## src/rtl/mmio_node_logger_if.sv

```systemverilog
// Snoop bus for the CPU data-memory write port. The CPU (or the bench)
// drives it; the node logger only observes it.
interface mmio_node_logger_if;
   logic        MemWrite;
   logic [31:0] DataAdr;
   logic [31:0] WriteData;

   modport master (output MemWrite, output DataAdr, output WriteData);
   modport slave  (input  MemWrite, input  DataAdr, input  WriteData);
endinterface

```

## src/rtl/mmio_node_logger.sv

```systemverilog
// Node-point store logger. Watches the CPU store port, queues every node
// store into a show-ahead FIFO for a host consumer, and latches the
// CPU-done store as a sticky flag. Once done, further node stores are
// ignored until reset or clear. DEPTH must be a power of two and >= 2 so
// that the pointers wrap by plain binary overflow.
module mmio_node_logger #(
   parameter logic [31:0] NODE_ADDR = 32'h0200_0008,
   parameter logic [31:0] DONE_ADDR = 32'h0200_000C,
   parameter int unsigned NODE_W    = 5,
   parameter int unsigned DEPTH     = 16
) (
   input  logic                     clk,
   input  logic                     reset,
   mmio_node_logger_if.slave        snoop,
   input  logic                     clear,
   input  logic                     node_ready,
   output logic                     node_valid,
   output logic [NODE_W-1:0]        node_data,
   output logic [$clog2(DEPTH):0]   node_count,
   output logic [7:0]               total_nodes,
   output logic                     done,
   output logic                     overflow,
   output logic                     range_err
);

   localparam int unsigned AW = $clog2(DEPTH);
   localparam int unsigned CW = AW + 1;

   localparam logic [AW-1:0]     PTR_ZERO   = AW'(0);
   localparam logic [AW-1:0]     PTR_ONE    = AW'(1);
   localparam logic [CW-1:0]     CNT_ZERO   = CW'(0);
   localparam logic [CW-1:0]     CNT_ONE    = CW'(1);
   localparam logic [CW-1:0]     CNT_FULL   = CW'(DEPTH);
   localparam logic [NODE_W-1:0] NODE_ZERO  = NODE_W'(0);

   typedef enum logic [0:0] {
      ST_ARMED = 1'b0,
      ST_DONE  = 1'b1
   } state_t;

   state_t              state_q, state_d;
   logic [NODE_W-1:0]   mem_q [DEPTH];
   logic [AW-1:0]       wr_ptr_q, wr_ptr_d;
   logic [AW-1:0]       rd_ptr_q, rd_ptr_d;
   logic [CW-1:0]       count_q, count_d;
   logic [7:0]          total_q, total_d;
   logic                ovf_q, ovf_d;
   logic                rerr_q, rerr_d;

   logic                node_store_s;
   logic                done_store_s;
   logic                high_bits_s;
   logic                armed_s;
   logic                empty_s;
   logic                full_s;
   logic                pop_s;
   logic                push_req_s;
   logic                push_s;
   logic                drop_s;
   logic                wr_en_s;

   // Store decode and FIFO handshake qualifiers
   always_comb begin
      node_store_s = snoop.MemWrite && (snoop.DataAdr == NODE_ADDR);
      done_store_s = snoop.MemWrite && (snoop.DataAdr == DONE_ADDR)
                     && (snoop.WriteData == 32'h0000_0001);
      high_bits_s  = ((snoop.WriteData >> NODE_W) != 32'h0000_0000);
      armed_s      = (state_q == ST_ARMED);
      empty_s      = (count_q == CNT_ZERO);
      full_s       = (count_q == CNT_FULL);
      pop_s        = !empty_s && node_ready;
      push_req_s   = armed_s && node_store_s;
      // A full FIFO still accepts a push when the head leaves in the same cycle
      push_s       = push_req_s && (!full_s || pop_s);
      drop_s       = push_req_s && full_s && !pop_s;
      wr_en_s      = push_s && !clear;
   end

   // Next-state logic for the armed/done controller; clear wins over a done store
   always_comb begin
      state_d = state_q;
      case (state_q)
         ST_ARMED: begin
            if (clear) begin
               state_d = ST_ARMED;
            end else if (done_store_s) begin
               state_d = ST_DONE;
            end else begin
               state_d = ST_ARMED;
            end
         end
         ST_DONE: begin
            if (clear) begin
               state_d = ST_ARMED;
            end else begin
               state_d = ST_DONE;
            end
         end
         default: begin
            state_d = ST_ARMED;
         end
      endcase
   end

   // Next-state logic for pointers, occupancy, node total and sticky flags
   always_comb begin
      wr_ptr_d = wr_ptr_q;
      rd_ptr_d = rd_ptr_q;
      count_d  = count_q;
      total_d  = total_q;
      ovf_d    = ovf_q;
      rerr_d   = rerr_q;
      if (clear) begin
         wr_ptr_d = PTR_ZERO;
         rd_ptr_d = PTR_ZERO;
         count_d  = CNT_ZERO;
         total_d  = 8'd0;
         ovf_d    = 1'b0;
         rerr_d   = 1'b0;
      end else begin
         if (push_s) begin
            wr_ptr_d = wr_ptr_q + PTR_ONE;
         end else begin
            wr_ptr_d = wr_ptr_q;
         end
         if (pop_s) begin
            rd_ptr_d = rd_ptr_q + PTR_ONE;
         end else begin
            rd_ptr_d = rd_ptr_q;
         end
         case ({push_s, pop_s})
            2'b10:   count_d = count_q + CNT_ONE;
            2'b01:   count_d = count_q - CNT_ONE;
            default: count_d = count_q;
         endcase
         if (push_s && (total_q != 8'd255)) begin
            total_d = total_q + 8'd1;
         end else begin
            total_d = total_q;
         end
         ovf_d  = ovf_q | drop_s;
         // Flagged on every node store in ARMED, whether accepted or dropped
         rerr_d = rerr_q | (push_req_s && high_bits_s);
      end
   end

   // Controller, pointer, counter and flag registers
   always_ff @(posedge clk or negedge reset) begin
      if (!reset) begin
         state_q  <= ST_ARMED;
         wr_ptr_q <= PTR_ZERO;
         rd_ptr_q <= PTR_ZERO;
         count_q  <= CNT_ZERO;
         total_q  <= 8'd0;
         ovf_q    <= 1'b0;
         rerr_q   <= 1'b0;
      end else begin
         state_q  <= state_d;
         wr_ptr_q <= wr_ptr_d;
         rd_ptr_q <= rd_ptr_d;
         count_q  <= count_d;
         total_q  <= total_d;
         ovf_q    <= ovf_d;
         rerr_q   <= rerr_d;
      end
   end

   // FIFO storage; the truncated node value lands at the write pointer
   always_ff @(posedge clk or negedge reset) begin
      if (!reset) begin
         for (int i = 0; i < int'(DEPTH); i++) begin
            mem_q[i] <= NODE_ZERO;
         end
      end else if (wr_en_s) begin
         mem_q[wr_ptr_q] <= snoop.WriteData[NODE_W-1:0];
      end else begin
         mem_q[wr_ptr_q] <= mem_q[wr_ptr_q];
      end
   end

   // Outputs come straight from registers; the head reads as zero when empty
   always_comb begin
      node_valid  = !empty_s;
      node_count  = count_q;
      total_nodes = total_q;
      done        = (state_q == ST_DONE);
      overflow    = ovf_q;
      range_err   = rerr_q;
      if (empty_s) begin
         node_data = NODE_ZERO;
      end else begin
         node_data = mem_q[rd_ptr_q];
      end
   end

endmodule

```

## src/flat_wrapper.sv

```systemverilog
// flat-port wrapper written by rule: the top's interface ports become plain ports
module mmio_node_logger_flat 
#(
   parameter logic [31:0] NODE_ADDR = 32'h0200_0008,
   parameter logic [31:0] DONE_ADDR = 32'h0200_000C,
   parameter int unsigned NODE_W    = 5,
   parameter int unsigned DEPTH     = 16
)
  (clk, reset, clear, node_ready, node_valid, node_data, node_count, total_nodes, done, overflow, range_err, snoop_MemWrite, snoop_DataAdr, snoop_WriteData);
  mmio_node_logger_if snoop_i ();
  input  logic clk;
  input  logic reset;
  input  logic clear;
  input  logic node_ready;
  output logic node_valid;
  output logic [NODE_W-1:0] node_data;
  output logic [$clog2(DEPTH):0] node_count;
  output logic [7:0] total_nodes;
  output logic done;
  output logic overflow;
  output logic range_err;
  input wire logic [$bits(snoop_i.MemWrite)-1:0] snoop_MemWrite;
  input wire logic [$bits(snoop_i.DataAdr)-1:0] snoop_DataAdr;
  input wire logic [$bits(snoop_i.WriteData)-1:0] snoop_WriteData;
  assign snoop_i.MemWrite = snoop_MemWrite;
  assign snoop_i.DataAdr = snoop_DataAdr;
  assign snoop_i.WriteData = snoop_WriteData;
  mmio_node_logger #(.NODE_ADDR(NODE_ADDR), .DONE_ADDR(DONE_ADDR), .NODE_W(NODE_W), .DEPTH(DEPTH)) u_core (.clk(clk), .reset(reset), .snoop(snoop_i), .clear(clear), .node_ready(node_ready), .node_valid(node_valid), .node_data(node_data), .node_count(node_count), .total_nodes(total_nodes), .done(done), .overflow(overflow), .range_err(range_err));
endmodule
```

## config.mk

```make
export PLATFORM = sky130hd
export DESIGN_NAME = mmio_node_logger_flat
export DESIGN_NICKNAME = d
export VERILOG_FILES = /design/src/rtl/mmio_node_logger_if.sv /design/src/rtl/mmio_node_logger.sv /design/src/flat_wrapper.sv
export SDC_FILE = /design/constraint.sdc
export NUM_CORES = 1
export LEC_CHECK = 0
export ABC_AREA = 0
export BUFFER_PORTS_ARGS = -buffer_cell sky130_fd_sc_hd__buf_4
export CORE_AREA = 2 2 105 107
export CTS_CLUSTER_DIAMETER = 80
export DETAILED_ROUTE_END_ITERATION = 8
export DIE_AREA = 0 0 107 109
export GPL_ROUTABILITY_DRIVEN = 1
export PLACE_DENSITY = 0.9
export SYNTH_ARGS = -nofsm -noshare
export SYNTH_HDL_FRONTEND = slang
export SYNTH_SLANG_ARGS = --single-unit
```

## constraint.sdc

```tcl
create_clock -name clk -period 3.33 [get_ports clk]
set_input_delay 0.333 -clock clk [delete_from_list [all_inputs] [get_ports clk]]
set_output_delay 0.333 -clock clk [all_outputs]
set_load 0.01 [all_outputs]
```

Yosys cells after proc, flatten, opt, wreduce, memory -nomap -nowiden
Index checks and enable logic that the tools add are counted.

Add/sub/neg operators: 5. Equality and inequality tests: 7. Mux-type cells: 26. Reduce and logical (&&, ||, !) cells: 23. Order comparisons: 3. Bitwise gates (word level): 5.

Operators with widths (number): $bwmux W80 (2); $mux W80 (1); $eq A32 B26 Y1 const B (2); $bmux W5 S4 (2); $mux W5 (7); $eq A32 B1 Y1 const B (1); $reduce_bool A32 Y1 (1); $demux W5 S4 (1); $mux W4 (4); $mux W8 (2); $logic_and A1 B1 Y1 (12); $ge A5 B5 Y1 const B (2); $not A4 Y5 (2); $pmux W5 S2 (1); $add A4 B1 Y4 const B (2); $add A8 B1 Y8 const B (1); $ne A8 B8 Y1 const B (1); $reduce_bool A2 Y1 (3); $add A5 B1 Y5 const B (1); $eq A5 B5 Y1 const B (1); $logic_not A5 Y1 (1); $lt A5 B1 Y1 const B (1); $mux W1 (5); $sub A5 B1 Y5 const B (1); 8 further kinds (12).

Input port bits: 69. Logic and storage cells: 92. Register bits after elaboration: 104.

Logic depth before layout (Yosys ltp)
Gate-level depths: netlist (run 1).

Depth in word-level cells: 8. Gate-level depth with buffers: 11. Gate-level depth less buffers: 10.

Least setup slack after synthesis (run 1)
No wires, ideal clock.

Path kind: reg-to-reg. Start: reg u_core.count_q[1], in the netlist u_core.node_count[1]. End: reg u_core.count_q[4], in the netlist u_core.node_count[4]. Cell stages (with the launch flop): 12. Slack: 487 ps. Data required time: 3205 ps. Buffers on the path: 1. Clock period less this slack: 2843 ps. Arrival: 2718 ps. Path through: dfrtp_1 or4_4 o21a_1 o31a_1 buf_6 xnor2_1 ha_1 or3_1 a21oi_1 nand2_1 o31ai_1 mux2_2.

Word-level cells in the longest chain between the ends: 8.

Ends and longest elaborated chain: from (decl) (line mmio_node_logger.sv:45) `logic [CW-1:0] count_q, count_d;`; from (signal assigned) (line mmio_node_logger.sv:161) `count_q <= count_d;`; $logic_not A5 Y1 (line mmio_node_logger.sv:69) `empty_s = (count_q == CNT_ZERO);`; $logic_not A1 Y1 (line mmio_node_logger.sv:71) `pop_s = !empty_s && node_ready;`; $logic_and A1 B1 Y1 (line mmio_node_logger.sv:71); $logic_or A1 B1 Y1 (line mmio_node_logger.sv:74) `push_s = push_req_s && (!full_s || pop_s);`; $logic_and A1 B1 Y1 (line mmio_node_logger.sv:74); $eq A2 B1 Y1 / $eq A2 B2 Y1 (equally long branches) (line mmio_node_logger.sv:131) `case ({push_s, pop_s})`; $pmux W5 S2 (line mmio_node_logger.sv:131); $mux W5 (line mmio_node_logger.sv:113) `if (clear) begin`.

Several ways; a longest one is shown, not always the timed one. A chain may end at the register's enable or synchronous reset.

Worst setup path after layout (run 1)
Ends and elaborated chain as after synthesis.

==> impl_metrics.json, run 1 <==
{
  "status": "finished clean",
  "clockBufferDepth": 2,
  "pin_count": 91,
  "min_period_ps": 3100,
  "slew_headroom_pct": 29.3,
  "hold_violations": 0,
  "die_h_um": 109,
  "die_w_um": 107,
  "final_common_cell": "dfrtp_1",
  "muxShareOfSynthArea_pct": 22.1,
  "power_mw": 2.84,
  "num_vias": 4591,
  "drtAntennaViolNets": 0,
  "post_cts_buffers": 0,
  "syn_avg_cell_area_sq_um": 11.8,
  "route.detailed.drc": 0,
  "critPathKind": "register to register",
  "antenna_found_initial": 0,
  "cts.sinks": 104,
  "r2r_end": "u_core.node_count[4]",
  "vias_per_cell": 6.28,
  "drtPass1Iterations": 5,
  "max_cap_violations": 0,
  "yosys.area_share.simple_pct": 14.1,
  "start_util_pct": 56.3,
  "clk-insertion-delay-late_ps": 380,
  "cts-root-buf": "clkbuf_8",
  "overflow": 0,
  "ctsHtreeMaxLevel": 3,
  "layout-drive-gt1-share_pct": 34.7,
  "cp_max_fo": 7,
  "synth.yosys.seq_area_share_pct": 43.6,
  "hpwl_um": 10600,
  "grt_pass1_vias": 4730,
  "p_per_area_nw_per_um2": 417,
  "grt_max_degree": 85,
  "r2r_slack_ps": 230,
  "synth_fa_ha_area_share_pct": 1.68,
  "synth-xor-area-share_pct": 2.06,
  "rows": 38,
  "syn_area_sq_um": 5970,
  "hold_class": "input pin to async pin",
  "final_nets": 663,
  "ys_ff_latch": 104,
  "slew_violations": 0,
  "hold_buffers": 0,
  "yosys_warnings": 0,
  "drt_iter0_markers": 344,
  "required_ps": 3590,
  "synth_cells": 505,
  "fp.dieArea_sq_um": 11700,
  "diodes": 0,
  "startpoint_type": "register",
  "io_buffers": 90,
  "syn2layout_area_growth_pct": 14.3,
  "finalSetupViolations": 0,
  "cts.repair.resized": 0,
  "synth_ff_type": "dfrtp_1",
  "rsz0062_at_grt": "no",
  "cts_tree": "yes",
  "grt_pass1_wl_um": 24000,
  "r2r_cells": 10,
  "core_area_sq_um": 10600,
  "synth-edff-count": 0,
  "skew_ps": 18.9,
  "grt.total_usage_pct": 27.0,
  "irDropWorstVdd_mv": 0.319,
  "p_leak_nw": 2.76,
  "synth_cell_types": 48,
  "gp_congestion": 0.912,
  "cts-buffers-inserted": 9,
  "tns_ps": 0,
  "synth_top_family_by_area": "multiplexers",
  "worstPathArrival_ps": 3360,
  "synthesis.nets": 582,
  "clk_pin_slew_ps": 110,
  "final_cell_mix": "dfrtp_1 (104), nand2_1 (101), buf_4 (97), o21ai_2 (40), mux4_2 (39)",
  "wl_um": 14700,
  "post-route-period-util_pct": 93.1,
  "crit-reg2reg-launch": "u_core.node_count[1]",
  "fmax_mhz": 322,
  "wire_per_inst_um": 20.2,
  "worst_pin_slew_ps": 1060,
  "synth-compound-area-share_pct": 11.5,
  "critPathCaptureType": "register",
  "async_reset_ff_share_pct": 100
}
[cell type report]
cell class	instances	area [sq um]
Clock buffer	10	138
Multi-Input combinational cell	364	3070
Sequential cell	104	2600
Inverter	9	33.8
Timing Repair Buffer	98	748
Fill cell	762	3790
Clock inverter	6	50.0
Tap cell	140	175
[logic make-up (layout without fill, tap and decap cells)]
| group | count (synthesis) | after routing |
|---|---|---|
| AOI/OAI and AO/OA | 101 | 101 |
| DFF | 104 | 104 |
| buffers and inverters | 37 | 123 |
| xor gates and xnor gates | 14 | 14 |
| adders and majority gates | 8 | 8 |
| and+or+nand+nor | 182 | 182 |
| muxes | 59 | 59 |
[metrics by stage]
stage	instances	setup WS, ps	hold slack [ps]	utilization (%)	area [sq um]
after floorplan	505	487	37.4	-	5970
after global placement	715	412	472	62.5	6630
after detailed placement	715	318	490	62.5	6630
after CTS	731	272	172	64.3	6820
after global routing	731	136	222	64.3	6820
final	731	228	140	64.3	6820
[worst max-delay path by stage]
stage / startpoint / end / slack [ps] / depth (start not counted)
after global placement: u_core.node_count[1] / u_core.node_count[4] / 410 / 10
final: u_core.node_count[1] / u_core.node_count[4] / 230 / 10
after CTS: u_core.node_count[0] / u_core.node_count[4] / 270 / 10
after global routing: u_core.node_count[0] / u_core.node_count[4] / 140 / 10
after floorplan: u_core.node_count[1] / u_core.node_count[4] / 490 / 11
after detailed placement: u_core.node_count[1] / u_core.node_count[4] / 320 / 10
[registers in the layout, indices dropped and copies added (netlist names)]
| signal | flops |
|---|---|
| u_core.mem_q | 80 |
| u_core.wr_ptr_q | 4 |
| u_core.total_nodes | 8 |
| u_core.rd_ptr_q | 4 |
| u_core.done | 1 |
| u_core.overflow | 1 |
| u_core.node_count | 5 |
| u_core.range_err | 1 |
[critical path: stages (launching register included)]
cell     delay [ps]
dfrtp_1         460
or4_4           570
o21a_1          260
o31a_1          230
xnor2_1         190
ha_1            240
or3_1           330
a21oi_1         180
nand2_1          80
o31ai_1          90
mux2_2          360
[routing by layer]
layer | vias to the layer above | wire [um] | GRT usage, %
met1 | 2262 | 5650 | 32.4
met3 | 43 | 1080 | 4.78
li1 | 2033 | - | -
met2 | 253 | 7470 | 47.5
met5 | - | 0 | 0
met4 | 0 | 540 | 12.8
[cell usage after synthesis, types with 10 or more instances]
cell type / count / share of area (%)
o21ai_1: 10 / 0.84
xor2_1: 11 / 1.6
mux4_2: 39 / 15
nand2_1: 101 / 6.4
dfrtp_1: 104 / 44
mux4_1: 10 / 4.4
nor2_1: 24 / 1.5
o21ai_2: 40 / 5.9
o21ai_0: 34 / 2.9
nor4_1: 11 / 1.2
nand3_1: 10 / 0.84
[where the power goes]
group | internal, mW | total [mW] | switching, mW | leakage (nW)
sequential | 1.28 | 1.31 | 0.0282 | 1.03
combinational | 0.345 | 0.769 | 0.425 | 1.63
clock | 0.303 | 0.760 | 0.457 | 0.0952
Note: power is estimated with default switching activity, not from simulation.
==> inputs of run 2 (changes only) <==
--- a/config.mk
+++ b/config.mk
@@ -12,7 +12,9 @@
 export DETAILED_ROUTE_END_ITERATION = 8
 export DIE_AREA = 0 0 107 109
 export GPL_ROUTABILITY_DRIVEN = 1
+export HOLD_SLACK_MARGIN = 0.05
 export PLACE_DENSITY = 0.9
+export REMOVE_ABC_BUFFERS = 1
 export SYNTH_ARGS = -nofsm -noshare
 export SYNTH_HDL_FRONTEND = slang
 export SYNTH_SLANG_ARGS = --single-unit
==> impl_metrics.json, run 2 (same netlist as run 1, synthesis figures left out) <==
{
  "finalSetupViolations": 0,
  "final_nets": 667,
  "cts-buffers-inserted": 9,
  "fp.dieArea_sq_um": 11700,
  "cp_max_fo": 7,
  "cts.repair.resized": 0,
  "wire_per_inst_um": 20.3,
  "cts-root-buf": "clkbuf_8",
  "pin_count": 91,
  "n_fill_cell": 770,
  "route.detailed.drc": 0,
  "rsz0062_at_grt": "no",
  "hold_class": "input pin to async pin",
  "critPathCaptureType": "register",
  "fmax_mhz": 327,
  "drt_iter0_markers": 416,
  "worst_pin_slew_ps": 809,
  "fin_cells": 735,
  "overflow": 0,
  "p_per_area_nw_per_um2": 434,
  "start_util_pct": 56.3,
  "hpwl_um": 10800,
  "clk_pin_slew_ps": 100,
  "final_cell_mix": "dfrtp_1 (104), nand2_1 (101), buf_4 (100), o21ai_2 (40), mux4_2 (39)",
  "drtAntennaViolNets": 0,
  "status": "finished clean",
  "required_ps": 3610,
  "crit_path_top_delay_cell": "or4_4",
  "gp_congestion": 0.903,
  "slew_headroom_pct": 46.1,
  "dp_cells": 719,
  "skew_ps": 18.6,
  "die_w_um": 107,
  "final_common_cell": "dfrtp_1",
  "critical_path.max_stage_delay_ps": 560,
  "critPathTopFamily": "simple AND/OR/NAND/NOR gates",
  "io_buffers": 90,
  "vias_per_cell": 6.24,
  "path_buf_inv": 0,
  "tns_ps": 0,
  "ctsHtreeMaxLevel": 3,
  "die_h_um": 109,
  "irDropWorstVdd_mv": 0.471,
  "cts_tree": "yes",
  "grt_pass1_vias": 4564,
  "post-route-period-util_pct": 91.8,
  "worstPathArrival_ps": 3330,
  "rows": 38,
  "finalWorstSetupSlack_ps": 272,
  "grt.total_usage_pct": 27.0,
  "hold_buffers": 0,
  "min_period_ps": 3060,
  "grt_max_degree": 65,
  "largest_reg_flops": 80,
  "critPathKind": "register to register",
  "wl_um": 14900,
  "max_cap_violations": 0,
  "diodes": 0,
  "num_vias": 4586,
  "cts.sinks": 104,
  "layout-drive-gt1-share_pct": 35.1,
  "power_mw": 2.99,
  "slew_violations": 0,
  "core_area_sq_um": 10600,
  "clockBufferDepth": 2,
  "post_cts_buffers": 0,
  "hold_violations": 0,
  "p_leak_nw": 2.80,
  "syn2layout_area_growth_pct": 15.6,
  "clk-insertion-delay-late_ps": 390,
  "post-place-ws_ps": 92.1,
  "drtPass1Iterations": 5,
  "worstPathCellList": "or4_4 -> o21a_1 -> o31a_1 -> xnor2_1 -> ha_1 -> or3_1 -> a21oi_1 -> nand2_1 -> o31ai_1 -> mux2_2",
  "top_register": "u_core.mem_q",
  "antenna_found_initial": 0,
  "startpoint_type": "register",
  "grt_pass1_wl_um": 23400
}
[run 2: report_power, final]
| part | switching (mW) | internal, mW |
|---|---|---|
| clock network | 0.469 | 0.430 |
| logic | 0.398 | 0.360 |
| registers | 0.0508 | 1.28 |
| total | 0.918 | 2.07 |
[run 2: path summary, 6_finish.rpt]
check / from / endpoint / slack (ps) / depth (start not counted)
worst max register to register: u_core.node_count[0] / u_core.node_count[4] / 270 / 10
max in group asynchronous: reset / u_core.mem_q[68] / 2470 / 2
worst min-delay path: reset / u_core.node_count[4] / 20 / 1
worst max-delay path: u_core.node_count[0] / u_core.node_count[4] / 270 / 10
worst min register to register: u_core.mem_q[63] / u_core.mem_q[63] / 510 / 2
min in group clk: snoop_DataAdr[2] / u_core.done / 220 / 3
[run 2: layer usage]
| metal | wire length (um) | up-vias | global-route usage [%] |
|---|---|---|---|
| li1 | - | 2045 | - |
| met5 | 0 | - | 0 |
| met3 | 1240 | 45 | 5.32 |
| met1 | 5560 | 2232 | 31.9 |
| met2 | 7570 | 264 | 48.0 |
| met4 | 537 | 0 | 12.7 |
[run 2: metrics by stage]
step	cell area, sq um	hold slack, ps	util (%)
4_1_cts	6900	55.0	65.0
5_1_grt	6900	96.9	65.0
6_report	6900	19.0	65.0
3_5_place_dp	6670	475	62.9
2_1_floorplan	5710	37.4	-
3_3_place_gp	6670	459	62.9
[run 2: cell type report]
class	instances	area, sq um	share of cell area, %
multi-input combinational	364	3070	44.5
sequential	104	2600	37.7
timing repair buffer	102	791	11.5
tap	140	175	2.54
clock buffer	9	124	1.80
clock inverter	7	101	1.47
inverter	9	33.8	0.490
==> inputs of run 3 (changes only) <==
--- a/config.mk
+++ b/config.mk
@@ -7,13 +7,14 @@
 export LEC_CHECK = 0
 export ABC_AREA = 0
 export BUFFER_PORTS_ARGS = -buffer_cell sky130_fd_sc_hd__buf_4
-export CORE_AREA = 2 2 105 107
+export CAP_MARGIN = 20
+export CORE_AREA = 2 2 103 105
 export CTS_CLUSTER_DIAMETER = 80
 export DETAILED_ROUTE_END_ITERATION = 8
-export DIE_AREA = 0 0 107 109
+export DIE_AREA = 0 0 105 107
 export GPL_ROUTABILITY_DRIVEN = 1
 export HOLD_SLACK_MARGIN = 0.05
-export PLACE_DENSITY = 0.9
+export PLACE_DENSITY = 0.92
 export REMOVE_ABC_BUFFERS = 1
 export SYNTH_ARGS = -nofsm -noshare
 export SYNTH_HDL_FRONTEND = slang
==> constraint.sdc (replaced) <==
create_clock -name clk -period 3.76 [get_ports clk]
set_input_delay 0.376 -clock clk [delete_from_list [all_inputs] [get_ports clk]]
set_output_delay 0.376 -clock clk [all_outputs]
set_load 0.01 [all_outputs]
==> impl_metrics.json, run 3 (same netlist as run 1, synthesis figures left out) <==
{
  "cts-root-buf": "clkbuf_8",
  "clk_pin_slew_ps": 110,
  "min_period_ps": 3080,
  "worstPathArrival_ps": 3360,
  "whs_endpoint": "u_core.done",
  "die_w_um": 105,
  "startpoint_type": "register",
  "core_area_sq_um": 10100,
  "cts_tree": "yes",
  "pin_count": 91,
  "slew_headroom_pct": 49.1,
  "worst_pin_slew_ps": 758,
  "num_vias": 4660,
  "rsz0062_at_grt": "no",
  "pwr-share-seq_pct": 46.1,
  "cts-buffers-inserted": 9,
  "die_h_um": 107,
  "route.detailed.drc": 0,
  "drtAntennaViolNets": 0,
  "power_frac_clock_pct": 26.9,
  "r2r_end": "u_core.node_count[4]",
  "final_common_cell": "dfrtp_1",
  "critPathTopFamily": "simple AND/OR/NAND/NOR gates",
  "post-route-period-util_pct": 82.0,
  "cp_max_fo": 7,
  "r2r_slack_ps": 680,
  "gp_congestion": 0.876,
  "final_cell_mix": "dfrtp_1 (104), nand2_1 (101), buf_4 (97), o21ai_2 (40), mux4_2 (39)",
  "pwr-share-comb_pct": 27.1,
  "status": "finished clean",
  "io_buffers": 90,
  "hp-start": "snoop_DataAdr[2]",
  "tns_ps": 0,
  "rows": 37,
  "hold_class": "input pin to register",
  "r2r_cells": 10,
  "antenna_found_initial": 0,
  "hpwl_um": 10900,
  "cts.sinks": 104,
  "p_switching_mw": 0.824,
  "vias_per_cell": 6.41,
  "drtPass1Iterations": 6,
  "p_leak_nw": 2.75,
  "fin_cells": 727,
  "syn2layout_area_growth_pct": 13.9,
  "wire_per_inst_um": 21.0,
  "cts.repair.resized": 0,
  "crit_path_top_delay_cell": "or4_4",
  "clockBufferDepth": 2,
  "required_ps": 4040,
  "hold_buffers": 1,
  "p_sw_share_pct": 32.7,
  "fp.dieArea_sq_um": 11200,
  "dp_cells": 710,
  "max_cap_violations": 0,
  "finalSetupViolations": 0,
  "hold_ws_ps": 279,
  "grt.total_usage_pct": 29.3,
  "fmax_mhz": 324,
  "critical_path.max_stage_delay_ps": 560,
  "grt_pass1_wl_um": 24900,
  "top_register": "u_core.mem_q",
  "critPathKind": "register to register",
  "clk-insertion-delay-late_ps": 380,
  "drt_iter0_markers": 407,
  "final_nets": 663,
  "start_util_pct": 59.1,
  "hold_violations": 0,
  "path_buf_inv": 0,
  "irDropWorstVdd_mv": 0.339,
  "crit-reg2reg-launch": "u_core.node_count[0]",
  "wl_um": 15300,
  "worstPathCellList": "or4_4 -> o21a_1 -> o31a_1 -> xnor2_1 -> ha_1 -> or3_1 -> a21oi_1 -> nand2_1 -> o31ai_1 -> mux2_2",
  "post_cts_buffers": 0,
  "diodes": 0,
  "post-place-ws_ps": 556,
  "grt_max_degree": 38,
  "p_per_area_nw_per_um2": 371,
  "finalWorstSetupSlack_ps": 675,
  "skew_ps": 12.0,
  "slew_violations": 0,
  "overflow": 0,
  "ctsHtreeMaxLevel": 3,
  "layout-drive-gt1-share_pct": 34.5,
  "min_path_cells": 3,
  "largest_reg_flops": 80,
  "grt_pass1_vias": 4766,
  "p_int_mw": 1.70,
  "critPathCaptureType": "register"
}
run 3: cell count changes in the layout (fill, tap and decap cells not counted), sizes merged:
cell	change
buf	-5
bufinv	-2
inv	+2
clkinv	+1
clkinvlp	-1
dlygate4sd3	+1
run 3: worst register-to-register path: cells and delay by family (launching register included):
family | cells | cell delay [ps]
xor+xnor | 1 | 170
simple gates | 3 | 960
fa+ha+maj | 1 | 230
flops | 1 | 490
mux | 1 | 360
compound gates | 4 | 780
run 3: per-layer routing:
metal	global-route usage (%)	wire [um]	share of wire [%]
met1	35.6	5500	36
met5	0	0	0
met4	13.0	469	3.1
met3	6.81	1500	9.8
met2	50.3	7800	51
run 3: worst max path at each step:
stage	start	end	slack [ps]	cells past startpoint
2_1_floorplan	snoop_DataAdr[24]	u_core.mem_q[30]	680	6
3_3_place_gp	snoop_DataAdr[24]	u_core.mem_q[31]	620	7
3_5_place_dp	snoop_DataAdr[24]	u_core.mem_q[46]	560	7
4_1_cts	u_core.node_count[0]	u_core.node_count[4]	690	10
5_1_grt	u_core.node_count[0]	u_core.node_count[4]	570	10
6_report	u_core.node_count[0]	u_core.node_count[4]	680	10
run 3: area by class of cell:
type | instances | area, sq um
Timing Repair Buffer | 98 | 738
Tap cell | 136 | 170
Fill cell | 708 | 3290
Multi-Input combinational cell | 364 | 3070
Inverter | 9 | 33.8
Sequential cell | 104 | 2600
Clock inverter | 7 | 60.1
Clock buffer | 9 | 124
run 3: power by group through the flow:
stage	Combinational, mW	Clock, mW	Sequential (mW)
6_report	0.681	0.677	1.16
2_1_floorplan	0.305	0	1.23
5_1_grt	0.735	0.728	1.16
4_1_cts	0.683	0.673	1.16
3_5_place_dp	0.677	0	1.18
3_3_place_gp	0.666	0	1.18
run 3: per-stage QoR:
step / power [mW] / util (%) / cell area (sq um)
final: 2.52 / 67.4 / 6800
after global routing: 2.63 / 67.4 / 6800
after CTS: 2.52 / 67.4 / 6800
after detailed placement: 1.86 / 65.4 / 6600
after global placement: 1.85 / 65.4 / 6600
after floorplan: 1.54 / - / 5710
